`config.mk`:
```
export PLATFORM = sky130hd
export DESIGN_NAME = glb_axi_slave
export DESIGN_NICKNAME = d
export VERILOG_FILES = /design/src/rtl/glb_axi_slave.sv
export SDC_FILE = /design/constraint.sdc
export NUM_CORES = 1
export LEC_CHECK = 0
export CAP_MARGIN = 40
export CORE_MARGIN = 3
export CORE_UTILIZATION = 37
export DETAILED_ROUTE_END_ITERATION = 7
export PLACE_DENSITY = 0.82
export SLEW_MARGIN = 20
export SYNTH_ARGS = -nofsm -noshare
export SYNTH_HDL_FRONTEND = slang
export SYNTH_SLANG_ARGS = --single-unit
```
`constraint.sdc`:
```
create_clock -name clk -period 2.25 [get_ports clk]
set_input_delay 0.5625 -clock clk [delete_from_list [all_inputs] [get_ports clk]]
set_output_delay 0.5625 -clock clk [all_outputs]
set_load 0.1 [all_outputs]
```
`src/rtl/glb_axi_slave.sv`:
```
// glb_axi_slave: AXI4 slave terminating DMA bursts as single-word GLB SRAM accesses, one burst at a time.
// W beat -> GLB write next cycle, B two cycles after last W; AR -> first R at +3, then 3 cycles/beat.
// B and R are held until ready. Define GLB_AXI_SLV_ERR_EN for DECERR/SLVERR responses.
module glb_axi_slave #(
  parameter int                    ID_WIDTH   = 4,
  parameter int                    ADDR_WIDTH = 32,
  parameter int                    DATA_WIDTH = 32,
  parameter int                    LEN_WIDTH  = 8,
  parameter logic [ADDR_WIDTH-1:0] GLB_BASE   = '0,
  parameter int                    GLB_BYTES  = 65536
) (
  input  logic                    clk,
  input  logic                    rst,
  input  logic [ID_WIDTH-1:0]     awid_s_i,
  input  logic [ADDR_WIDTH-1:0]   awaddr_s_i,
  input  logic [LEN_WIDTH-1:0]    awlen_s_i,
  input  logic [2:0]              awsize_s_i,
  input  logic [1:0]              awburst_s_i,
  input  logic                    awvalid_s_i,
  output logic                    awready_s_o,
  input  logic [DATA_WIDTH-1:0]   wdata_s_i,
  input  logic [DATA_WIDTH/8-1:0] wstrb_s_i,
  input  logic                    wlast_s_i,
  input  logic                    wvalid_s_i,
  output logic                    wready_s_o,
  output logic [ID_WIDTH-1:0]     bid_s_o,
  output logic [1:0]              bresp_s_o,
  output logic                    bvalid_s_o,
  input  logic                    bready_s_i,
  input  logic [ID_WIDTH-1:0]     arid_s_i,
  input  logic [ADDR_WIDTH-1:0]   araddr_s_i,
  input  logic [LEN_WIDTH-1:0]    arlen_s_i,
  input  logic [2:0]              arsize_s_i,
  input  logic [1:0]              arburst_s_i,
  input  logic                    arvalid_s_i,
  output logic                    arready_s_o,
  output logic [ID_WIDTH-1:0]     rid_s_o,
  output logic [DATA_WIDTH-1:0]   rdata_s_o,
  output logic [1:0]              rresp_s_o,
  output logic                    rlast_s_o,
  output logic                    rvalid_s_o,
  input  logic                    rready_s_i,
  output logic                    glb_en_o,
  output logic [ADDR_WIDTH-1:0]   glb_addr_o,
  output logic [DATA_WIDTH-1:0]   glb_write_data_o,
  output logic [DATA_WIDTH/8-1:0] glb_web_o,
  input  logic [DATA_WIDTH-1:0]   glb_read_data_i
);
  localparam logic [ADDR_WIDTH-1:0] LOC_MASK = ADDR_WIDTH'(GLB_BYTES - 1) & ~ADDR_WIDTH'(3);

  typedef enum logic [2:0] {IDLE, WR_DATA, WR_RESP, RD_REQ, RD_CAP, RD_DATA} state_t;
  state_t state_q, state_d;

  logic [ADDR_WIDTH-1:0] addr_q, addr_nxt, aw_off, ar_off;
  logic [LEN_WIDTH-1:0]  len_q, beat_q;
  logic [1:0]            burst_q, err_q, aw_err, ar_err, w_err;
  logic                  beat_last, aw_hs, ar_hs, w_hs, b_hs, r_hs;
  logic                  oob_cur, oob_nxt, oob_ar;

  assign awready_s_o = (state_q == IDLE) && !rst;
  assign arready_s_o = (state_q == IDLE) && !rst && !awvalid_s_i;
  assign aw_hs = awvalid_s_i && awready_s_o;
  assign ar_hs = arvalid_s_i && arready_s_o;
  assign w_hs  = (state_q == WR_DATA) && wvalid_s_i && wready_s_o;
  assign b_hs  = bvalid_s_o && bready_s_i;
  assign r_hs  = rvalid_s_o && rready_s_i;

  // Offsets are kept unmasked so an out-of-window beat is still detectable; the GLB port sees them masked.
  assign aw_off    = (awaddr_s_i - GLB_BASE) & ~ADDR_WIDTH'(3);
  assign ar_off    = (araddr_s_i - GLB_BASE) & ~ADDR_WIDTH'(3);
  assign addr_nxt  = (burst_q == 2'b00) ? addr_q : addr_q + ADDR_WIDTH'(4);
  assign beat_last = (beat_q == len_q);

  function automatic logic [1:0] worst(input logic [1:0] a, input logic [1:0] b);
    return (a > b) ? a : b;
  endfunction

`ifdef GLB_AXI_SLV_ERR_EN
  localparam logic [ADDR_WIDTH:0] SPAN = (ADDR_WIDTH+1)'(GLB_BYTES);
  assign oob_cur = ({1'b0, addr_q}   >= SPAN);
  assign oob_nxt = ({1'b0, addr_nxt} >= SPAN);
  assign oob_ar  = ({1'b0, ar_off}   >= SPAN);
  assign aw_err  = (awsize_s_i != 3'b010 || awburst_s_i == 2'b11) ? 2'b10 : 2'b00;
  assign ar_err  = (arsize_s_i != 3'b010 || arburst_s_i == 2'b11) ? 2'b10 : 2'b00;
  assign w_err   = oob_cur ? 2'b11 : ((wlast_s_i != beat_last) ? 2'b10 : 2'b00);
`else
  logic unused_chk;
  assign unused_chk = ^{awsize_s_i, arsize_s_i, wlast_s_i};
  assign oob_cur = 1'b0;
  assign oob_nxt = 1'b0;
  assign oob_ar  = 1'b0;
  assign aw_err  = 2'b00;
  assign ar_err  = 2'b00;
  assign w_err   = 2'b00;
`endif

  always_ff @(posedge clk) begin
    if (rst) state_q <= IDLE;
    else     state_q <= state_d;
  end

  always_comb begin
    state_d = state_q;
    case (state_q)
      IDLE:    if (aw_hs) state_d = WR_DATA;
               else if (ar_hs) state_d = RD_REQ;
      WR_DATA: if (w_hs && beat_last) state_d = WR_RESP;
      WR_RESP: if (b_hs) state_d = IDLE;
      RD_REQ:  state_d = RD_CAP;
      RD_CAP:  state_d = RD_DATA;
      RD_DATA: if (r_hs) state_d = rlast_s_o ? IDLE : RD_REQ;
      default: state_d = IDLE;
    endcase
  end

  always_ff @(posedge clk) begin
    if (rst) begin
      addr_q           <= '0;
      len_q            <= '0;
      beat_q           <= '0;
      burst_q          <= '0;
      err_q            <= '0;
      wready_s_o       <= 1'b0;
      bvalid_s_o       <= 1'b0;
      bid_s_o          <= '0;
      bresp_s_o        <= '0;
      rvalid_s_o       <= 1'b0;
      rid_s_o          <= '0;
      rdata_s_o        <= '0;
      rresp_s_o        <= '0;
      rlast_s_o        <= 1'b0;
      glb_en_o         <= 1'b0;
      glb_addr_o       <= '0;
      glb_write_data_o <= '0;
      glb_web_o        <= '1;
    end else begin
      wready_s_o <= (state_d == WR_DATA);
      glb_en_o   <= 1'b0;
      glb_web_o  <= '1;
      case (state_q)
        IDLE: begin
          beat_q <= '0;
          if (aw_hs) begin
            addr_q  <= aw_off;
            len_q   <= awlen_s_i;
            burst_q <= awburst_s_i;
            err_q   <= aw_err;
            bid_s_o <= awid_s_i;
          end else if (ar_hs) begin
            addr_q     <= ar_off;
            len_q      <= arlen_s_i;
            burst_q    <= arburst_s_i;
            err_q      <= ar_err;
            rid_s_o    <= arid_s_i;
            glb_en_o   <= !oob_ar;
            glb_addr_o <= ar_off & LOC_MASK;
          end
        end
        WR_DATA: if (w_hs) begin
          glb_en_o         <= !oob_cur;
          glb_web_o        <= oob_cur ? '1 : ~wstrb_s_i;
          glb_write_data_o <= wdata_s_i;
          glb_addr_o       <= addr_q & LOC_MASK;
          addr_q           <= addr_nxt;
          beat_q           <= beat_q + 1'b1;
          err_q            <= worst(err_q, w_err);
          if (beat_last) bresp_s_o <= worst(err_q, w_err);
        end
        WR_RESP: bvalid_s_o <= !b_hs;
        RD_CAP: begin
          rvalid_s_o <= 1'b1;
          rdata_s_o  <= oob_cur ? '0 : glb_read_data_i;
          rresp_s_o  <= oob_cur ? 2'b11 : err_q;
          rlast_s_o  <= beat_last;
        end
        RD_DATA: if (r_hs) begin
          rvalid_s_o <= 1'b0;
          rlast_s_o  <= 1'b0;
          if (!rlast_s_o) begin
            addr_q     <= addr_nxt;
            beat_q     <= beat_q + 1'b1;
            glb_en_o   <= !oob_nxt;
            glb_addr_o <= addr_nxt & LOC_MASK;
          end
        end
        default: ;
      endcase
    end
  end
endmodule

```
==> flow_metrics.env <==
export IMPL_routedWlPerCell_microns=15.3
export IMPL_globalRouteOverflowTotal=0
export IMPL_die_h_microns=135
export IMPL_clock_fmax_ghz=0.450
export IMPL_hold_violations=0
export IMPL_hold_start="rdata_s_o[19]$_SDFFE_PP0P_"
export IMPL_cp_max_fo=4
export IMPL_gp_congestion=0.900
export IMPL_yosysWarnings=0
export IMPL_clk_pin_slew_ns=0.06
export IMPL_synth_top_area_share_pct=44.0
export IMPL_critPathRequiredTime_ns=1.69
export IMPL_fin_crit_ns=2.22
export IMPL_setup_viol=0
export IMPL_grt_max_degree=100
export IMPL_antenna_cells=0
export IMPL_ys_async_sr_fraction_pct=0
export IMPL_synth_top_area_cell="dfxtp_1"
export IMPL_clk_path_buf_depth=2
export IMPL_slew_headroom_pct=51.7
export IMPL_synth_seq_cells=136
export IMPL_end_kind="primary output"
export IMPL_fp_dieW_microns=135
export IMPL_io_buffers=231
export IMPL_dp_cells=1210
export IMPL_antenna_left=0
export IMPL_r2r_start="burst_q[0]$_SDFFE_PP0P_"
export IMPL_powerDensity_mw_per_mm2=784
export IMPL_period_share_pct=98.8
export IMPL_synth_cell_types=62
export IMPL_coreArea_sq_mm=0.0161
export IMPL_skew_ns=0.00977
export IMPL_grt_pass1_vias=5796
export IMPL_final_cells=1240
export IMPL_hpwlAfterDp_mm=13.7
export IMPL_syn_cell_area_sq_mm=0.00619
export IMPL_start_kind="register"
export IMPL_htreeDepth=4
export IMPL_tritoncts="done"
export IMPL_cts_sinks=136
export IMPL_status="finished clean"
export IMPL_initial_utilization_pct=38.4
export IMPL_clk_latency_ns=0.41
export IMPL_seqCellArea_sq_mm=0.00273
export IMPL_syn_avg_cell_area_sq_um=7.91
export IMPL_wl_mm=18.9
export IMPL_yosysSeqAreaShare_pct=44.0
export IMPL_drv_cap=0
export IMPL_maxSlewViolCount=0
export IMPL_route_detailed_drc=0
export IMPL_drt_iter0_markers=451
export IMPL_worst_setup_path_startpoint="state_q[0]$_SDFF_PP0_"
export IMPL_synthTopCellsByArea="dfxtp_1 44%, nand2_1 12%, a21oi_1 8.6%"
export IMPL_cts_buffers=17
export IMPL_clock_root_buffer="clkbuf_16"
export IMPL_num_io_pins=293
export IMPL_finalPower_w=0.00721
export IMPL_peakVddDrop_mv=0.473
export IMPL_grt_pass1_wl_mm=29.6
export IMPL_dr_pass1_iters=5
export IMPL_hp_class="register to register"
export IMPL_nFillCells=1457
export IMPL_arrival_ns=1.66
export IMPL_grtUsageTotal_pct=20.0
export IMPL_crit_type="register to primary output"
export IMPL_hold_buffers=0
export IMPL_via_per_inst=5.03
export IMPL_antenna_found_initial=1
export IMPL_multiInputGateArea_sq_mm=0.00310
export IMPL_die_area_sq_mm=0.0183
export IMPL_ys_flop_type="dfxtp_1"
export IMPL_areaGrowthSynthToFinish_pct=48.5
export IMPL_synthCells=783
export IMPL_fin_nets=1188
export IMPL_tightest_slew_ns=0.722
export IMPL_rsz0062_at_grt="true"
export IMPL_rows=46
export IMPL_leakage_nw=3.49
export IMPL_dr_total_vias=6236
export IMPL_synth_edf_count=0
export IMPL_drive_gt1_share_pct=20.2
-- placed cells by master (no fill, tap or decap), drive strengths merged, types with 7 or more instances in the layout --
| cell | n |
|---|---|
| nand2 | 201 |
| buf | 144 |
| dfxtp | 136 |
| clkdlybuf4s50 | 129 |
| a21oi | 107 |
| nor2 | 50 |
| clkbuf | 20 |
| conb | 18 |
| nor3 | 18 |
| xnor2 | 17 |
| inv | 13 |
| nand4 | 12 |
| o21ai | 12 |
| a311oi | 11 |
| nand3 | 9 |
| o32ai | 9 |
| a211o | 9 |
| mux2i | 7 |
| nand3b | 7 |
| nor4 | 7 |
| mux2 | 7 |
-- metrics by stage --
step / hold WS, ns / area [sq um] / utilization, % / worst slack [ns] / setup TNS [ns]
after floorplan: 0.440 / 6280 / - / -0.0315 / -0.0315
after global placement: 0.442 / 8600 / 53.4 / -0.161 / -1.85
after detailed placement: 0.447 / 8600 / 53.4 / -0.137 / -1.60
after CTS: 0.455 / 9200 / 57.1 / 0.00563 / 0
after global routing: 0.469 / 9200 / 57.1 / -0.0208 / -0.0395
final: 0.452 / 9200 / 57.1 / 0.0280 / 0
-- logic make-up after synthesis --
group / after synthesis / synth area share (%)
buf+inv: 94 / 7.50
compound gates: 179 / 18.7
flops: 136 / 44.0
other cells: 1 / 0.0606
mux: 14 / 2.40
fa+ha+maj: 2 / 0.404
xor+xnor: 22 / 3.11
simple gates: 335 / 23.9
-- layer usage --
layer / vias up / GRT usage [%] / share of wire [%]
li1: 3108 / - / -
met1: 2883 / 25.3 / 42
met2: 222 / 33.9 / 50
met3: 21 / 4.53 / 6.7
met4: 2 / 6.27 / 1.7
met5: - / 0 / 0.069
-- cells in the mapped netlist (all sizes together) (3+ instances only) --
| library cell | n |
|---|---|
| clkbuf | 45 |
| or4 | 3 |
| a221o | 3 |
| a21oi | 107 |
| mux2 | 7 |
| buf | 35 |
| mux2i | 7 |
| a211o | 9 |
| nand4 | 12 |
| dfxtp | 136 |
| a211oi | 3 |
| o211ai | 3 |
| inv | 13 |
| xnor2 | 17 |
| nor3 | 18 |
| nand2b | 3 |
| o32ai | 9 |
| or2 | 5 |
| nor4 | 7 |
| nand2 | 201 |
| and2 | 3 |
| nand3 | 9 |
| a221oi | 3 |
| a311oi | 11 |
| nor2 | 50 |
| or3 | 6 |
| xor2 | 5 |
| and3 | 5 |
| o21ai | 12 |
| nor3b | 3 |
| nand3b | 7 |
-- final timing paths --
kind / depth (start not counted) / to / slack, ns
setup / recovery: 4 / awready_s_o / 0.03
hold / removal: 2 / rdata_s_o[19]$_SDFFE_PP0P_ / 0.45
setup reg to reg: 5 / glb_addr_o[9]$_SDFFE_PP0P_ / 0.23
hold reg to reg: 2 / rdata_s_o[19]$_SDFFE_PP0P_ / 0.45
-- what timing repair did --
item                                    in CTS  in global routing
endpoints found under the setup margin       1                  2
buffers inserted                             0                  0
gates resized for setup                      0                  1
pin swaps                                    1                  1
-- flip-flops by register name, indices dropped and copies added (netlist names) --
signal and flops:
rresp_s_o 2, len_q 8, glb_web_o 4, rvalid_s_o 1, addr_q 14, rdata_s_o 32, beat_q 8, rid_s_o 4
state_q 3, wready_s_o 1, glb_addr_o 14, glb_en_o 1, burst_q 2, bid_s_o 4, bvalid_s_o 1, rlast_s_o 1
bresp_s_o 2, glb_write_data_o 32, err_q 2
-- critical path, cell delays in order, from the launching register on --
cell	delay (ns)
dfxtp_1	0.31
or4_4	0.59
clkinv_8	0.07
buf_4	0.11
buf_12	0.16
-- area by class of cell --
type / instances / area share, %
flip-flops and latches: 136 / 29.6
inverters: 14 / 0.707
clock inverters: 11 / 1.62
repair buffers: 273 / 26.5
multi-input cells: 570 / 33.7
clock buffers: 20 / 4.97
well taps: 216 / 2.94
-- where the power goes --
group          internal, W  total [W]  switching, W
Sequential         0.00253    0.00265      0.000118
Clock              0.00180    0.00285       0.00105
Combinational     0.000605    0.00171       0.00111
(Power assumes the default switching activity.)
